$ cat config.mk
export PLATFORM = sky130hd
export DESIGN_NAME = sar_compare_search
export DESIGN_NICKNAME = d
export VERILOG_FILES = /design/src/rtl/sar_compare_search.sv
export SDC_FILE = /design/constraint.sdc
export NUM_CORES = 1
export LEC_CHECK = 0
export CAP_MARGIN = 15
export CORE_UTILIZATION = 43
export DETAILED_ROUTE_END_ITERATION = 12
export MAX_ROUTING_LAYER = met4
export PLACE_DENSITY = 0.74
export SLEW_MARGIN = 10
export SYNTH_ARGS = -nofsm -noshare
export SYNTH_HDL_FRONTEND = slang
export SYNTH_SLANG_ARGS = --single-unit
export TNS_END_PERCENT = 5
$ cat constraint.sdc
create_clock -name clk -period 1.78 [get_ports clk]
set_input_delay 0.356 -clock clk [delete_from_list [all_inputs] [get_ports clk]]
set_output_delay 0.356 -clock clk [all_outputs]
set_load 0.02 [all_outputs]
$ cat src/rtl/sar_compare_search.sv
// sar_compare_search: successive-approximation search engine that drives a
// combinational magnitude comparator's B operand (guess), reads back
// eq/gt/lt and recovers the comparator's A operand in at most WIDTH probes.
// Optional feature macro: SAR_EARLY_EXIT_EN. When it is defined, an eq
// response ends the search at once.
module sar_compare_search #(
    parameter int WIDTH = 4
) (
    input  logic                         clk,
    input  logic                         rst,
    input  logic                         start,
    input  logic                         eq,
    input  logic                         gt,
    input  logic                         lt,
    output logic [WIDTH-1:0]             guess,
    output logic                         busy,
    output logic                         done,
    output logic [WIDTH-1:0]             result,
    output logic [$clog2(WIDTH+1)-1:0]   steps,
    output logic                         err
);
    localparam int SW = $clog2(WIDTH+1);
    localparam int KW = $clog2(WIDTH);

    typedef enum logic [1:0] {
        IDLE  = 2'd0,
        PROBE = 2'd1,
        DONE  = 2'd2
    } state_t;

    state_t          state, state_nxt;
    logic [KW-1:0]   k, k_nxt;
    logic [WIDTH-1:0] guess_nxt, result_nxt, trial;
    logic [SW-1:0]   steps_nxt;
    logic            err_nxt;
    logic            flags_ok;

    // A valid comparator response has exactly one of eq/gt/lt set.
    assign flags_ok = ({eq, gt, lt} == 3'b100) || ({eq, gt, lt} == 3'b010) ||
                      ({eq, gt, lt} == 3'b001);

    assign busy = (state == PROBE);
    assign done = (state == DONE);

    // State and datapath registers; reset aborts any search in progress.
    always_ff @(posedge clk) begin
        if (rst) begin
            state  <= IDLE;
            k      <= '0;
            guess  <= '0;
            result <= '0;
            steps  <= '0;
            err    <= 1'b0;
        end else begin
            state  <= state_nxt;
            k      <= k_nxt;
            guess  <= guess_nxt;
            result <= result_nxt;
            steps  <= steps_nxt;
            err    <= err_nxt;
        end
    end

    // Next-state logic: one bit decided per PROBE cycle, pure set/clear.
    always_comb begin
        state_nxt  = state;
        k_nxt      = k;
        guess_nxt  = guess;
        result_nxt = result;
        steps_nxt  = steps;
        err_nxt    = err;
        trial      = guess;
        case (state)
            IDLE: begin
                if (start) begin
                    state_nxt  = PROBE;
                    guess_nxt  = '0;
                    guess_nxt[WIDTH-1] = 1'b1;
                    k_nxt      = KW'(WIDTH-1);
                    steps_nxt  = '0;
                    err_nxt    = 1'b0;
                end
            end
            PROBE: begin
                steps_nxt = steps + SW'(1);
                if (!flags_ok) begin
                    err_nxt    = 1'b1;
                    result_nxt = '0;
                    state_nxt  = DONE;
                end
`ifdef SAR_EARLY_EXIT_EN
                else if (eq) begin
                    result_nxt = guess;
                    state_nxt  = DONE;
                end
`endif
                else begin
                    // lt means A is below the trial, so this bit must be 0.
                    if (lt) trial[k] = 1'b0;
                    if (k == '0) begin
                        guess_nxt  = trial;
                        result_nxt = trial;
                        state_nxt  = DONE;
                    end else begin
                        trial[k - KW'(1)] = 1'b1;
                        guess_nxt = trial;
                        k_nxt     = k - KW'(1);
                    end
                end
            end
            DONE: begin
                state_nxt = IDLE;
            end
            default: begin
                state_nxt = IDLE;
            end
        endcase
    end
endmodule

==> results.md <==
- The run finished with clean final reports.
- At the placement stage, the worst setup path has a slack of -154 ps.
- The hold violation count in the final report came to 0.
- For this block, the routed nets add up to 1980 um of wire.
- Based on the critical path, the design can be clocked at up to 599 MHz.
- The initial antenna violation count is 0.
- From bottom edge to top edge, the die measures 46.9 um.
- The sum of overflow across all layers after global routing is 0.
- The worst setup path is captured at a register.
- The startpoint of the tightest hold check path is guess[1].
- The top-level I/O count is 20.
- The number of global-route vias before repair is 695.
- The fraction of the yosys area taken by sequential cells is 37.0%.
- The overall die area is 2200 um2.
- Power comes to 0.947 mW.
- The area of the core is 1800 um2.
- Once layout is done, the placed cells without fillers occupy 1180 um2.
- The clock passes through at most 2 buffers.
- For this run, the detailed router's first-pass iteration total came to 4.
- After detailed placement, the total cell area comes to 1140 um2.
- Between clock sinks in the finished design, the worst skew comes to 5.26 ps.
- The H-tree depth is 1.
- The detailed router's first-iteration violation count is 16.
- The tightest hold path in the finished design has a slack of 501 ps.
- The largest net degree at the start of global routing is 10.
- The worst min-delay path class is register to register.
- By startpoint and endpoint, the worst setup path is classified as primary input to register.
- The count of buffers added by post-CTS timing repair for setup is 0.
- The core occupancy in the finished layout is 65.3%.
- The netlist area before placement is 866 um2.
- The tree built by TritonCTS fans out to 16 sinks.
- The power density over the cells is 804 nW/um2.
- The number of hold buffers added after CTS is 0.
- The area growth from synthesis to layout is 36.0%.
- Yosys printed 0 warnings.
- The CTS tree is done.
- Detailed placement ended at an HPWL of 1500 um.
- The final count of negative-setup-slack endpoints is 0.
- At the later pin of the worst-skew pair, clock insertion delay measures 280 ps.
- The total number of nets in the final design is 136.
- The critical path goes through clkdlybuf4s50_1, xor2_1, o311ai_4, nor2_1, a311oi_1.
- In this design, the stage delay of the slowest critical-path cell is 520 ps.
- The cell with the biggest individual delay on the critical path is clkdlybuf4s50_1.
- The starting density of the core is 48.1%.
- The count of state elements after synthesis is 16.
- After detailed routing, the number of remaining DRC violations is 0.
- The wire length per cell is 13.3 um.
- The worst supply voltage drop on vdd is 0.000506 V.
- The tree is rooted in a clkbuf_4.
- The number of nets produced by synthesis is 106.
- The number of antenna-violating nets in the routed design is 0.
- The critical path starts at lt.
- Of the cells placed in the final design, the portion with a size suffix greater than 1 is 17.7%.
- Clock tree synthesis inserted a total of 3 buffers.
- Setup repair after global routing left no endpoint under its margin.
- The number of cell rows is 15.
- The data arrival at the endpoint of the critical path is 1870 ps.
- In this run the tool buffered the top-level ports with 19 buffer cells.
- The worst setup slack after layout is 110 ps.
- Global routing used 21.3% of the available tracks.
- After synthesis, the mean cell area works out to 9.11 um2.
- Along the worst path, the maximum fanout reaches 6.
- The congestion estimate from routability-driven global placement came to 0.845.
- The number of slew-limit violations in the final report was 0.
- The detailed-route via count is 820.
- The reg-to-reg critical path startpoint is k[0].
- The total of max-cap violations is 0.
- In this run the tightest slew margin relative to its limit is 69.5%.
- The clock slew at the register clock pins of the worst setup and hold paths is 100 ps.
- The number of distinct library cells after synthesis is 33.
- STA puts the critical path data required time at 1980 ps.
- The shortest clock period the worst path allows after layout is 1670 ps.
- The startpoint class of the critical path is a primary input.
- The analysis attributes to cell leakage a power of 0.465 nW.
- The first global-routing pass estimated 3220 um of wire.
- In the synthesized netlist, the number of instances is 95.
- The antenna cell count is 0.
- The horizontal die dimension is 46.9 um.
- Using the TritonRoute via totals, the vias-per-cell ratio works out to 5.50.
- The share of the clock period used by the worst path after layout is 93.8%.
- For the pin with the worst max-slew slack, the measured transition is 456 ps.
- The quantity of gates resized following cts is 3.
[cells in the mapped netlist, drive strengths merged]
cell type	n	area, um2
a22oi	3	22.5
a21oi	6	30.0
o311ai	2	42.6
nand3b	2	15.0
a211oi	2	20.0
a211o	2	17.5
clkbuf	2	7.51
o21ba	1	10.0
inv	5	18.8
xnor2	1	8.76
nor2	13	48.8
o211ai	3	22.5
o21a	1	7.51
o311a	1	10.0
ha	5	62.6
a21o	1	7.51
nand2b	1	6.26
o21bai	1	7.51
o31ai	1	7.51
buf	3	20.0
xor2	1	8.76
o41ai	1	16.3
a32oi	4	35.0
dfxtp	16	320
mux2	1	11.3
nor2b	2	12.5
nand2	11	41.3
a311oi	2	17.5
or4b	1	10.0
[metal layers]
metal | part of all wire (%) | track usage (%) | vias up
met3 | 5.2 | 2.31 | 4
li1 | - | - | 405
met2 | 45 | 33.1 | 29
met5 | 0 | - | -
met4 | 1.7 | 6.86 | 0
met1 | 48 | 28.8 | 382
[critical path, delay by kind of cell]
family	cells	cell delay [ps]
compound gates	2	640
buf+inv	1	520
xor+xnor	1	240
simple gates	1	100
[cell type report]
class	instances	area (um2)
tap	25	31.3
clock buffer	4	36.3
fill	168	624
inverter	5	18.8
timing repair buffer	30	270
multi-input combinational	69	499
sequential	16	322
[stage by stage]
stage	TNS (ps)	std cells
3_5_place_dp	-891	145
5_1_grt	0	149
4_1_cts	0	149
2_1_floorplan	0	95
3_3_place_gp	-727	145
6_report	0	149
[flip-flops by register name (all words and copies together) (netlist names)]
| register | count |
|---|---|
| guess | 4 |
| state | 2 |
| k | 2 |
| err | 1 |
| steps | 3 |
| result | 4 |
[power breakdown]
part / internal [mW] / switching, mW
combinational: 0.134 / 0.167
clock: 0.124 / 0.119
sequential: 0.382 / 0.0207
[cells by family (layout without fill, tap and decap cells)]
logic type | Yosys count | after routing | synth area share, %
muxes | 1 | 1 | 1.30
AOI/OAI and AO/OA | 31 | 31 | 31.7
DFF | 16 | 16 | 37.0
xor gates and xnor gates | 2 | 2 | 2.02
buffers and inverters | 10 | 39 | 5.35
and+or+nand+nor | 30 | 30 | 15.5
adders and majority gates | 5 | 5 | 7.23
[worst paths after layout]
kind,end,slack (ps),depth (start not counted)
setup / recovery,k[1],110,5
hold / removal,guess[1],500,2
setup reg to reg,result[1],210,6
hold reg to reg,guess[1],500,2
[placed cells by master, fill, tap and decap left out, drive strengths merged, types with 2 or more instances in the layout]
cell type,synthesis,layout
a311oi,2,2
a22oi,3,3
dfxtp,16,16
dlygate4sd2,0,2
a32oi,4,4
o211ai,3,3
inv,5,5
a211o,2,2
nor2,13,13
nand2,11,11
nand3b,2,2
o311ai,2,2
ha,5,5
a211oi,2,2
clkbuf,2,4
clkdlybuf4s50,0,17
buf,3,11
a21oi,6,6
nor2b,2,2
No activity file was read; power rests on OpenSTA's default activity.
